==> config.mk <==
export PLATFORM = sky130hd
export DESIGN_NAME = alsu_cmd_seq
export DESIGN_NICKNAME = d
export VERILOG_FILES = /design/src/rtl/alsu_cmd_seq.sv
export SDC_FILE = /design/constraint.sdc
export NUM_CORES = 1
export LEC_CHECK = 0
export CORE_MARGIN = 8
export CORE_UTILIZATION = 30
export CTS_CLUSTER_DIAMETER = 50
export CTS_CLUSTER_SIZE = 28
export DETAILED_ROUTE_END_ITERATION = 8
export HOLD_SLACK_MARGIN = 0.02
export SYNTH_ARGS = -nofsm -noshare
export SYNTH_HDL_FRONTEND = slang
export SYNTH_SLANG_ARGS = --single-unit
==> constraint.sdc <==
create_clock -name clk -period 1.9 [get_ports clk]
set_clock_uncertainty 0.2 [all_clocks]
set_input_delay 0.38 -clock clk [delete_from_list [all_inputs] [get_ports clk]]
set_output_delay 0.38 -clock clk [all_outputs]
set_load 0.02 [all_outputs]
==> src/rtl/alsu_cmd_seq.sv <==
`default_nettype none
// =====================================================================
// Module : alsu_cmd_seq
// Brief  : Command FIFO and issue sequencer driving the ALSU input pins,
//          with result strobes delayed to line up with the ALSU output.
//          Define ALSU_CMD_SEQ_REPEAT_EN to honour cmd_repeat.
// Rev    : 1.0  initial release
// =====================================================================
module alsu_cmd_seq #(
  parameter int DEPTH    = 4,
  parameter int ALSU_LAT = 2
) (
  input  logic                    clk,
  input  logic                    rst,
  input  logic                    cmd_valid,
  output logic                    cmd_ready,
  input  logic signed [2:0]       cmd_A,
  input  logic signed [2:0]       cmd_B,
  input  logic        [2:0]       cmd_opcode,
  input  logic                    cmd_cin,
  input  logic                    cmd_serial_in,
  input  logic                    cmd_direction,
  input  logic                    cmd_red_op_A,
  input  logic                    cmd_red_op_B,
  input  logic                    cmd_bypass_A,
  input  logic                    cmd_bypass_B,
  input  logic        [2:0]       cmd_repeat,
  output logic signed [2:0]       A,
  output logic signed [2:0]       B,
  output logic        [2:0]       opcode,
  output logic                    cin,
  output logic                    serial_in,
  output logic                    direction,
  output logic                    red_op_A,
  output logic                    red_op_B,
  output logic                    bypass_A,
  output logic                    bypass_B,
  output logic                    issue_valid,
  output logic                    res_valid,
  output logic                    res_last,
  output logic [$clog2(DEPTH):0]  count
);
  localparam int PW = $clog2(DEPTH);
  localparam int CW = PW + 1;
  localparam int DW = 16;
`ifdef ALSU_CMD_SEQ_REPEAT_EN
  localparam int EW = DW + 3;
`else
  localparam int EW = DW;
`endif
  localparam logic [0:0] S_IDLE  = 1'b0;
  localparam logic [0:0] S_ISSUE = 1'b1;

  logic [EW-1:0]       r_mem [DEPTH];
  logic [PW-1:0]       r_wr_ptr, r_rd_ptr, w_rd_sel;
  logic [CW-1:0]       r_count;
  logic [0:0]          r_state, w_state_nxt;
  logic [DW-1:0]       r_drive;
  logic [EW-1:0]       w_push_data, w_head;
  logic [ALSU_LAT-1:0] r_vpipe, r_lpipe;
  logic                w_push, w_pop, w_last, w_load, w_load_idle, w_more, w_rep_zero;

`ifdef ALSU_CMD_SEQ_REPEAT_EN
  assign w_push_data = {cmd_repeat, cmd_A, cmd_B, cmd_opcode, cmd_cin, cmd_serial_in,
                        cmd_direction, cmd_red_op_A, cmd_red_op_B, cmd_bypass_A, cmd_bypass_B};
`else
  logic w_unused_repeat;
  assign w_unused_repeat = ^cmd_repeat;
  assign w_push_data = {cmd_A, cmd_B, cmd_opcode, cmd_cin, cmd_serial_in,
                        cmd_direction, cmd_red_op_A, cmd_red_op_B, cmd_bypass_A, cmd_bypass_B};
`endif

  assign cmd_ready = (r_count != CW'(DEPTH));
  assign count     = r_count;
  assign w_push    = cmd_valid && cmd_ready;
  // The entry being issued stays in the FIFO until its last repetition.
  assign w_more    = (r_count > CW'(1));
  assign w_rd_sel  = w_pop ? (r_rd_ptr + PW'(1)) : r_rd_ptr;
  assign w_head    = r_mem[w_rd_sel];

  always_ff @(posedge clk) begin
    if (w_push) r_mem[r_wr_ptr] <= w_push_data;
  end

  always_ff @(posedge clk or negedge rst) begin
    if (!rst) begin
      r_wr_ptr <= '0;
      r_rd_ptr <= '0;
      r_count  <= '0;
    end else begin
      if (w_push) r_wr_ptr <= r_wr_ptr + PW'(1);
      if (w_pop)  r_rd_ptr <= r_rd_ptr + PW'(1);
      if (w_push && !w_pop)      r_count <= r_count + CW'(1);
      else if (!w_push && w_pop) r_count <= r_count - CW'(1);
    end
  end

`ifdef ALSU_CMD_SEQ_REPEAT_EN
  logic [2:0] r_rep_cnt;
  assign w_rep_zero = (r_rep_cnt == 3'd0);
  always_ff @(posedge clk or negedge rst) begin
    if (!rst)                                 r_rep_cnt <= 3'd0;
    else if (w_load)                          r_rep_cnt <= w_head[EW-1 -: 3];
    else if (r_state == S_ISSUE && !w_rep_zero) r_rep_cnt <= r_rep_cnt - 3'd1;
  end
`else
  assign w_rep_zero = 1'b1;
`endif

  always_ff @(posedge clk or negedge rst) begin
    if (!rst) r_state <= S_IDLE;
    else      r_state <= w_state_nxt;
  end

  always_comb begin
    w_state_nxt = r_state;
    case (r_state)
      S_IDLE:  if (r_count != '0)          w_state_nxt = S_ISSUE;
      S_ISSUE: if (w_rep_zero && !w_more)  w_state_nxt = S_IDLE;
      default:                             w_state_nxt = S_IDLE;
    endcase
  end

  always_comb begin
    issue_valid = (r_state == S_ISSUE);
    w_last      = issue_valid && w_rep_zero;
    w_pop       = w_last;
    w_load      = ((r_state == S_IDLE) && (r_count != '0)) || (w_last && w_more);
    w_load_idle = w_last && !w_more;
  end

  always_ff @(posedge clk or negedge rst) begin
    if (!rst)             r_drive <= '0;
    else if (w_load)      r_drive <= w_head[DW-1:0];
    else if (w_load_idle) r_drive <= '0;
  end

  assign A         = r_drive[15:13];
  assign B         = r_drive[12:10];
  assign opcode    = r_drive[9:7];
  assign cin       = r_drive[6];
  assign serial_in = r_drive[5];
  assign direction = r_drive[4];
  assign red_op_A  = r_drive[3];
  assign red_op_B  = r_drive[2];
  assign bypass_A  = r_drive[1];
  assign bypass_B  = r_drive[0];

  generate
    if (ALSU_LAT == 1) begin : g_lat_one
      always_ff @(posedge clk or negedge rst) begin
        if (!rst) begin
          r_vpipe <= '0;
          r_lpipe <= '0;
        end else begin
          r_vpipe <= issue_valid;
          r_lpipe <= w_last;
        end
      end
    end else begin : g_lat_multi
      always_ff @(posedge clk or negedge rst) begin
        if (!rst) begin
          r_vpipe <= '0;
          r_lpipe <= '0;
        end else begin
          r_vpipe <= {r_vpipe[ALSU_LAT-2:0], issue_valid};
          r_lpipe <= {r_lpipe[ALSU_LAT-2:0], w_last};
        end
      end
    end
  endgenerate

  assign res_valid = r_vpipe[ALSU_LAT-1];
  assign res_last  = r_lpipe[ALSU_LAT-1];

endmodule
`default_nettype wire

# Word-level counts from Yosys, hierarchy flattened
# Memories as Yosys holds them, arrays and structs flattened.
# Index checks and enable logic that the tools add are counted.
# totals
latch_bits,0
ram_bits,64
elab_cells,38
memories,1
ff_bits,28
inputBits,22
mem_bits_ro,0
# op_classes
addsub,4
div_mod_pow,0
mul,0
n_shift,0
mux,10
n_bitwise,1
magnitude_cmp,1
reduce_logical,13
eq_ne,1
# mem_list
memory,depth,width,rd,rd_clocked_by_memory_dff,wr,line_no,text
r_mem,4,16,1,0,1,54,logic [EW-1:0] r_mem [DEPTH];
# ops
op,n
$mux W16,2
$logic_and A1 B1 Y1,6
$mux W3,2
$add A2 B1 Y2 const B,2
$mux W1,4
$reduce_bool A2 Y1,2
$add A3 B1 Y3 const B,1
$gt A3 B1 Y1 const B,1
$logic_not A1 Y1,3
$ne A3 B3 Y1 const B,1
$reduce_bool A3 Y1,1
$sub A3 B1 Y3 const B,1
$mux W2,1
$pmux W1 S2,1
$logic_or A1 B1 Y1,1
$not A1 Y1,1

# Longest topological paths before layout
# Gate-level depths: netlist of run 1.
# logic_depth
word_depth,6
ltp_mapped,7

# Worst setup path before layout of run 1
# OpenSTA, ideal clock, no wires.
# synth_timing
kind,flip-flop to flip-flop
start,"register r_count[1], in the netlist count[1]"
end,"memory r_mem[0][0] in the netlist's numbering, enable pin"
path_buffers,0
t_required_ns,1.326
slack_ns,-0.248
stages_incl_launch_ff,5
t_arrival_ns,1.575
cell_sequence,dfrtp_1 > inv_1 > ha_1 > a21boi_2 > and2_1
# synth_via
elab_chain_cells,4
# synth_rtl
item,line_no,text
"start, declared",56,logic [CW-1:0] r_count;
"start signal, assigned",93,if (w_push && !w_pop) r_count <= r_count + CW'(1);
"start signal, assigned",94,else if (!w_push && w_pop) r_count <= r_count - CW'(1);
$ne A3 B3 Y1,73,assign cmd_ready = (r_count != CW'(DEPTH));
$logic_and A1 B1 Y1,75,assign w_push = cmd_valid && cmd_ready;
via w_push,61,"logic w_push, w_pop, w_last, w_load, w_load_idle, w_more, w_rep_zero;"
$mux W1,82,if (w_push) r_mem[r_wr_ptr] <= w_push_data;
$mux W1 (implied by the code),82,
"end, declared",54,
# The timed path passes the listed nets, and every way through them passes these cells.

# Worst setup path after layout of run 1
# layout_timing
start,register r_drive[4]
end,output port direction
# layout_rtl
item,line_no,text
"start, declared",58,logic [DW-1:0] r_drive;
"start signal, assigned",134,else if (w_load) r_drive <= w_head[DW-1:0];
"end, declared",33,"output logic direction,"
# No word-level cell between the ends.

==> results of run 1 <==
[through the flow]
step	std cells	power [uW]	hold WS (ns)	setup WS, ns
2_1_floorplan	247	5420	-0.116	0.0182
3_3_place_gp	467	6600	0.138	-0.128
3_5_place_dp	467	6690	0.148	-0.141
4_1_cts	483	8210	0.161	0.00148
5_1_grt	483	8590	0.166	0.00148
6_report	483	8080	0.154	0.0259
[power by group]
group / switching (uW) / internal, uW / total (uW)
combinational: 1820 / 1690 / 3510
sequential: 281 / 2710 / 2990
clock: 695 / 882 / 1580
[routing by layer]
layer  vias to the layer above  global-route usage  share of wire
met5                         -                   0              0
met4                         0              0.0498          0.016
met3                         9              0.0240          0.041
met2                        46               0.170           0.50
met1                      1149               0.127           0.44
li1                       1076                   -              -
[area by class of cell]
| cell class | instances | area, um2 |
|---|---|---|
| multi-input cells | 132 | 1330 |
| flip-flops and latches | 90 | 2580 |
| inverters | 6 | 22.5 |
| fillers | 1237 | 8170 |
| clock buffers | 13 | 240 |
| well taps | 176 | 220 |
| repair buffers | 63 | 668 |
| clock inverters | 3 | 16.3 |
[cell families after synthesis]
family | count (synthesis) | share of synthesized area
compound gates | 38 | 0.0753
xor+xnor | 6 | 0.0130
fa+ha+maj | 8 | 0.0247
buf+inv | 25 | 0.0429
flops | 90 | 0.635
mux | 49 | 0.173
simple gates | 31 | 0.0370
[cells in the final DEF, fill, tap and decap left out, types with 15 or more instances in the layout]
cell / instances
a32oi_1: 16
clkdlybuf4s50_1: 20
dfrtp_1: 23
edfxtp_1: 64
mux2_1: 17
mux2i_1: 17
mux4_2: 15
nand2_1: 19
o211ai_1: 16
[final timing paths]
| kind | cells after the start | to |
|---|---|---|
| max | 1 | direction |
| min | 0 | r_lpipe[1] |
| max reg2reg | 6 | r_mem[1][10] |
| min reg2reg | 0 | r_lpipe[1] |
| max in group asynchronous | 2 | r_rd_ptr[1] |
| min in group asynchronous | 2 | r_drive[7] |
[state kept, by name, indices dropped and copies added (netlist names)]
name,count
r_drive,16
r_lpipe,2
r_mem,64
r_wr_ptr,2
issue_valid,1
r_rd_ptr,2
count,3
[timing repair]
item | in CTS | in global routing
hold buffers | 0 | 0
resized for setup | 20 | 7
setup buffers | 0 | 0
endpoints found under the setup margin | 15 | 7
pin swaps | 0 | 0
==> impl_metrics.json, run 1 <==
{
  "outcome": "completed",
  "ant_nets": 0,
  "synth_most_common_cell": "edfxtp_1",
  "regToRegSetupSlack_ns": 0.15,
  "grt_pass1_vias": 2540,
  "drt_pre_antenna_iters": 4,
  "grt_overflow": 0,
  "synth-edff-count": 64,
  "crit_arrival_ns": 1.29,
  "synth.largest_area_cell": "edfxtp_1",
  "drc_errors": 0,
  "post-route-period-util": 0.986,
  "cts.path.max_buffers": 2,
  "path_buf_inv": 1,
  "num_vias": 2280,
  "synthFlopType": "edfxtp_1",
  "numCtsBuffers": 9,
  "wl_per_cell_um": 18.0,
  "clk_pin_slew_ns": 0.06,
  "worst_hold_startpoint": "r_lpipe[0]",
  "place_hpwl_mm": 5.58,
  "numPortBuffers": 41,
  "place.gp.congestion": 0.711,
  "clock_latency_ns": 0.33,
  "slowest_stage": "clkdlybuf4s50_1",
  "finalCriticalPeriod_ns": 1.87,
  "syn_nets": 277,
  "syn2layout_area_growth_pct": 25.1,
  "synth_area_leaders": "edfxtp_1, dfrtp_1, mux4_2",
  "r2r-start": "count[0]",
  "slew_viol_final": 0,
  "cp-startpoint": "r_drive[4]",
  "worst_pin_slew_ns": 0.400,
  "synth_common_cells": "edfxtp_1, dfrtp_1, nand2_1",
  "drive_above_1_share": 0.205,
  "synth_top_area_frac": 0.474,
  "track_usage": 0.104,
  "slew-limit-headroom": 0.733,
  "startpoint_type": "register",
  "cp.required_ns": 1.32,
  "die_x_um": 132,
  "first_iter_violations": 173,
  "cpLargestDelayFamily": "buffers and inverters",
  "hold_class": "reg -> reg",
  "core_mm2": 0.0132,
  "finalSetupTns_ns": 0,
  "rsz0062_at_grt": "false",
  "maxCapViolCount": 0,
  "syn_area_per_cell_um2": 16.4,
  "nets": 332,
  "setup_viol": 0,
  "path_class": "reg -> out",
  "peakVddDrop_v": 0.000659,
  "design_area_mm2": 0.00507,
  "cp-end-kind": "output port",
  "totalWireLength_mm": 8.68,
  "dpl_cell_area_mm2": 0.00481,
  "antenna_cells": 0,
  "initial_core_util": 0.306,
  "viasPerCell": 4.72,
  "die_height_um": 132,
  "grt_max_degree": 32,
  "critPathMaxFanout": 2,
  "synthArstFlopShare": 0.289,
  "clock-sinks": 90,
  "yosys_warnings": 0,
  "grt_pass1_wl_mm": 14.1,
  "tritoncts": "built",
  "cts_root_buf": "clkbuf_16",
  "cts_htree_levels": 3,
  "synth-seq-cells": 90,
  "ios": 45,
  "synth_cell_type_count": 31,
  "syn_inst": 247,
  "leakage_uw": 0.00190,
  "final_util": 0.383,
  "die_area_mm2": 0.0175,
  "max_freq_mhz": 534,
  "power_density_mw_per_mm2": 1590,
  "yosysSeqAreaShare": 0.635,
  "antenna_found_initial": 0,
  "num_rows": 42,
  "crit_chain": "clkdlybuf4s50_1",
  "syn_area_mm2": 0.00405,
  "hold_violations": 0,
  "slowest_delay_ns": 0.61
}
(Power assumes the default switching activity.)
==> inputs of run 2 (changes only) <==
CORE_ASPECT_RATIO = 0.7   (was unset)
CORE_MARGIN = 2   (was 8)
==> impl_metrics.json, run 2 (synthesized netlist as in run 1, its figures left out) <==
{
  "num_rows": 35,
  "final_common_cell": "edfxtp_1",
  "tritoncts": "built",
  "clk_pin_slew_ns": 0.06,
  "cts_root_buf": "clkbuf_16",
  "num_vias": 2337,
  "clock_latency_ns": 0.33,
  "ios": 45,
  "antenna_found_initial": 0,
  "die_height_um": 101,
  "grt_overflow": 0,
  "totalWireLength_mm": 8.59,
  "nets": 340,
  "wl_per_cell_um": 17.2,
  "cts.path.max_buffers": 2,
  "grt_pass1_vias": 2445,
  "post-route-period-util": 0.972,
  "dp_cells": 484,
  "drt_pre_antenna_iters": 4,
  "design_area_mm2": 0.00516,
  "dp_slack_ns": -0.175,
  "drc_errors": 0,
  "crit_chain": "clkdlybuf4s50_1",
  "path_buf_inv": 1,
  "clock-sinks": 90,
  "syn2layout_area_growth_pct": 27.3,
  "startpoint_type": "register",
  "crit_arrival_ns": 1.27,
  "grt_max_degree": 37,
  "worst_hold_startpoint": "r_lpipe[0]",
  "hold_slack_ns": 0.158,
  "leakage_uw": 0.00197,
  "viasPerCell": 4.67,
  "dpl_cell_area_mm2": 0.00490,
  "first_iter_violations": 102,
  "worst_pin_slew_ns": 0.413,
  "hold_violations": 0,
  "regMostFlops": "r_mem",
  "power_density_mw_per_mm2": 1580,
  "die_area_mm2": 0.0145,
  "reg2reg_to": "r_drive[8]",
  "regToRegSetupSlack_ns": 0.11,
  "maxCapViolCount": 0,
  "drive_above_1_share": 0.225,
  "ant_nets": 0,
  "rsz0062_at_grt": "true",
  "die_x_um": 143,
  "hold_depth": 0,
  "final_util": 0.392,
  "post_cts_buffers": 0,
  "track_usage": 0.126,
  "critPathMaxFanout": 2,
  "largest_register_ff_count": 64,
  "core_mm2": 0.0132,
  "min_to": "r_lpipe[1]",
  "numPortBuffers": 41,
  "cts_hold_buf": 0,
  "place.gp.congestion": 0.733,
  "peakVddDrop_v": 0.000525,
  "finalCriticalPeriod_ns": 1.85,
  "final_cells": 500,
  "path_class": "reg -> out",
  "slowest_delay_ns": 0.60,
  "cpLargestDelayFamily": "buffers and inverters",
  "antenna_cells": 0,
  "r2r-start": "count[0]",
  "place_hpwl_mm": 5.81,
  "r2r_cells": 7,
  "max_freq_mhz": 541,
  "cts_htree_levels": 3,
  "fin_ws_ns": 0.0524,
  "slowest_stage": "clkdlybuf4s50_1",
  "cp.required_ns": 1.32,
  "numCtsBuffers": 9,
  "outcome": "completed",
  "slew-limit-headroom": 0.724,
  "cp-end-kind": "output port",
  "slew_viol_final": 0,
  "setup_viol": 0,
  "hold_class": "reg -> reg",
  "layout_common_cells": "edfxtp_1, dfrtp_1, buf_4",
  "initial_core_util": 0.308,
  "grt_pass1_wl_mm": 13.6
}
-- run 2: power by group --
part           internal (uW)  total (uW)  switching (uW)
clock                    874        1570             692
sequential              2710        3010             308
combinational           1750        3600            1850
-- run 2: metrics by stage --
| step | setup TNS [ns] | power, uW |
|---|---|---|
| after detailed placement | -8.68 | 6800 |
| after global routing | -0.0496 | 8680 |
| after global placement | -9.87 | 6740 |
| after CTS | 0 | 8270 |
| final | 0 | 8180 |
| after floorplan | 0 | 5420 |
-- run 2: how the worst max path moves through the flow --
stage                     slack [ns]  cells past startpoint  startpoint        end
after floorplan                 0.02                      7    count[0]   count[2]
after global placement         -0.20                      6   cmd_valid   count[2]
after detailed placement       -0.18                      6   cmd_valid   count[2]
after CTS                      0.001                      1  r_drive[4]  direction
after global routing           -0.03                      4    count[1]  cmd_ready
final                           0.05                      1  r_lpipe[1]  res_valid
-- run 2: final cells by class --
type	instances	area [um2]
inverter	6	22.5
multi-input combinational	132	1330
clock inverter	6	33.8
timing repair buffer	71	741
clock buffer	10	229
tap	185	231
sequential	90	2580
fill	1223	8020
-- run 2: metal layers --
layer,part of all wire,track usage,routed length (um)
met1,0.47,0.164,4050
met3,0.033,0.0322,284
met5,0,0,0
met2,0.49,0.208,4210
met4,0.0052,0.0419,45
-- run 2: timing repair --
action | CTS | global route
endpoints found under the setup margin | 15 | 22
pin swaps | 1 | 0
gates resized for setup | 18 | 8
==> inputs of run 3 (changes only) <==
ABC_CLOCK_PERIOD_IN_PS = 1900   (was unset)
REMOVE_ABC_BUFFERS = 1   (was unset)
==> impl_metrics.json, run 3 (synthesized netlist as in run 1, its figures left out) <==
{
  "core_mm2": 0.0132,
  "hold_violations": 0,
  "dp_slack_ns": -0.173,
  "reg2reg_to": "r_drive[3]",
  "numPortBuffers": 41,
  "regMostFlops": "r_mem",
  "nets": 334,
  "cp-startpoint": "r_lpipe[1]",
  "numCtsBuffers": 9,
  "critPathMaxFanout": 2,
  "viasPerCell": 4.66,
  "max_freq_mhz": 542,
  "clock-sinks": 90,
  "die_area_mm2": 0.0145,
  "place.gp.congestion": 0.676,
  "rsz0062_at_grt": "false",
  "power_density_mw_per_mm2": 1630,
  "cp-end-kind": "output port",
  "finalCriticalPeriod_ns": 1.85,
  "layout_common_cells": "edfxtp_1, dfrtp_1, nand2_1, clkdlybuf4s50_1",
  "initial_core_util": 0.308,
  "crit_arrival_ns": 1.27,
  "first_iter_violations": 110,
  "dpl_cell_area_mm2": 0.00481,
  "maxCapViolCount": 0,
  "drc_errors": 0,
  "cts.path.max_buffers": 2,
  "crit_chain": "clkdlybuf4s50_1",
  "cp.required_ns": 1.32,
  "cts_root_buf": "clkbuf_16",
  "cts_htree_levels": 3,
  "cpLargestDelayFamily": "buffers and inverters",
  "drive_above_1_share": 0.204,
  "grt_use_met2": 0.215,
  "grt_overflow": 0,
  "ant_nets": 0,
  "slew-limit-headroom": 0.709,
  "tritoncts": "built",
  "clock_latency_ns": 0.33,
  "slowest_stage": "clkdlybuf4s50_1",
  "slew_viol_final": 0,
  "path_buf_inv": 1,
  "peakVddDrop_v": 0.000530,
  "num_vias": 2304,
  "r2r_cells": 7,
  "place_hpwl_mm": 5.24,
  "drt_pre_antenna_iters": 4,
  "leakage_uw": 0.00197,
  "outcome": "completed",
  "dp_cells": 477,
  "design_area_mm2": 0.00517,
  "hold_class": "reg -> reg",
  "fin_ws_ns": 0.0541,
  "worst_hold_startpoint": "r_lpipe[0]",
  "antenna_found_initial": 0,
  "wl_per_cell_um": 17.0,
  "grt_max_degree": 28,
  "setup_viol": 0,
  "grt_pass1_vias": 2374,
  "die_height_um": 101,
  "clk_pin_slew_ns": 0.06,
  "post-route-period-util": 0.972,
  "final_common_cell": "edfxtp_1",
  "die_x_um": 143,
  "syn2layout_area_growth_pct": 27.6,
  "grt_util_met3": 0.0383,
  "hold_depth": 0,
  "hold_slack_ns": 0.148,
  "num_rows": 35,
  "final_util": 0.393,
  "final_cells": 494,
  "largest_register_ff_count": 64,
  "slowest_delay_ns": 0.59,
  "grt_use_met1": 0.159,
  "track_usage": 0.126,
  "min_to": "r_lpipe[1]",
  "startpoint_type": "register",
  "top_usage_layer": "met2",
  "regToRegSetupSlack_ns": 0.16,
  "totalWireLength_mm": 8.42,
  "grt_pass1_wl_mm": 13.3,
  "worst_pin_slew_ns": 0.435,
  "ios": 45,
  "r2r-start": "count[1]",
  "path_class": "reg -> out",
  "antenna_cells": 0
}
## run 3: routing by layer
layer,up-vias,part of all wire,wire length (um)
li1,1084,-,-
met1,1162,0.45,3770
met2,53,0.50,4180
met3,5,0.050,421
met4,0,0.0063,53
met5,-,0,0
## run 3: timing repair
item                                    in CTS  in global routing
hold buffers                                 0                  0
gates resized for setup                     19                 10
cloned                                       0                  0
endpoints found under the setup margin      50                 11
pin swaps                                    0                  0
setup buffers                                1                  0
## run 3: worst max-delay path by stage
stage / endpoint / cells past startpoint
CTS: opcode[2] / 1
global placement: count[2] / 6
global route: res_valid / 1
floorplan: r_drive[0] / 3
finish: res_valid / 1
detailed placement: count[2] / 6
## run 3: report_power, final
part | switching [uW] | internal, uW
Sequential | 282 | 2700
Clock | 716 | 1190
Combinational | 1850 | 1700
Total | 2850 | 5590
## run 3: metrics by stage
step | TNS, ns | total power [uW]
detailed placement | -12.19 | 6680
floorplan | -30.19 | 5130
global placement | -11.07 | 6590
global route | 0 | 8990
finish | 0 | 8440
CTS | 0 | 8550
## run 3: area by class of cell
cell class                 count  area, um2
sequential                    90       2570
inverter                       6       22.5
clock inverter                 6       90.1
tap                          185        231
timing repair buffer          65        689
multi-input combinational    132       1330
clock buffer                  10        239
fill                        1222       8010
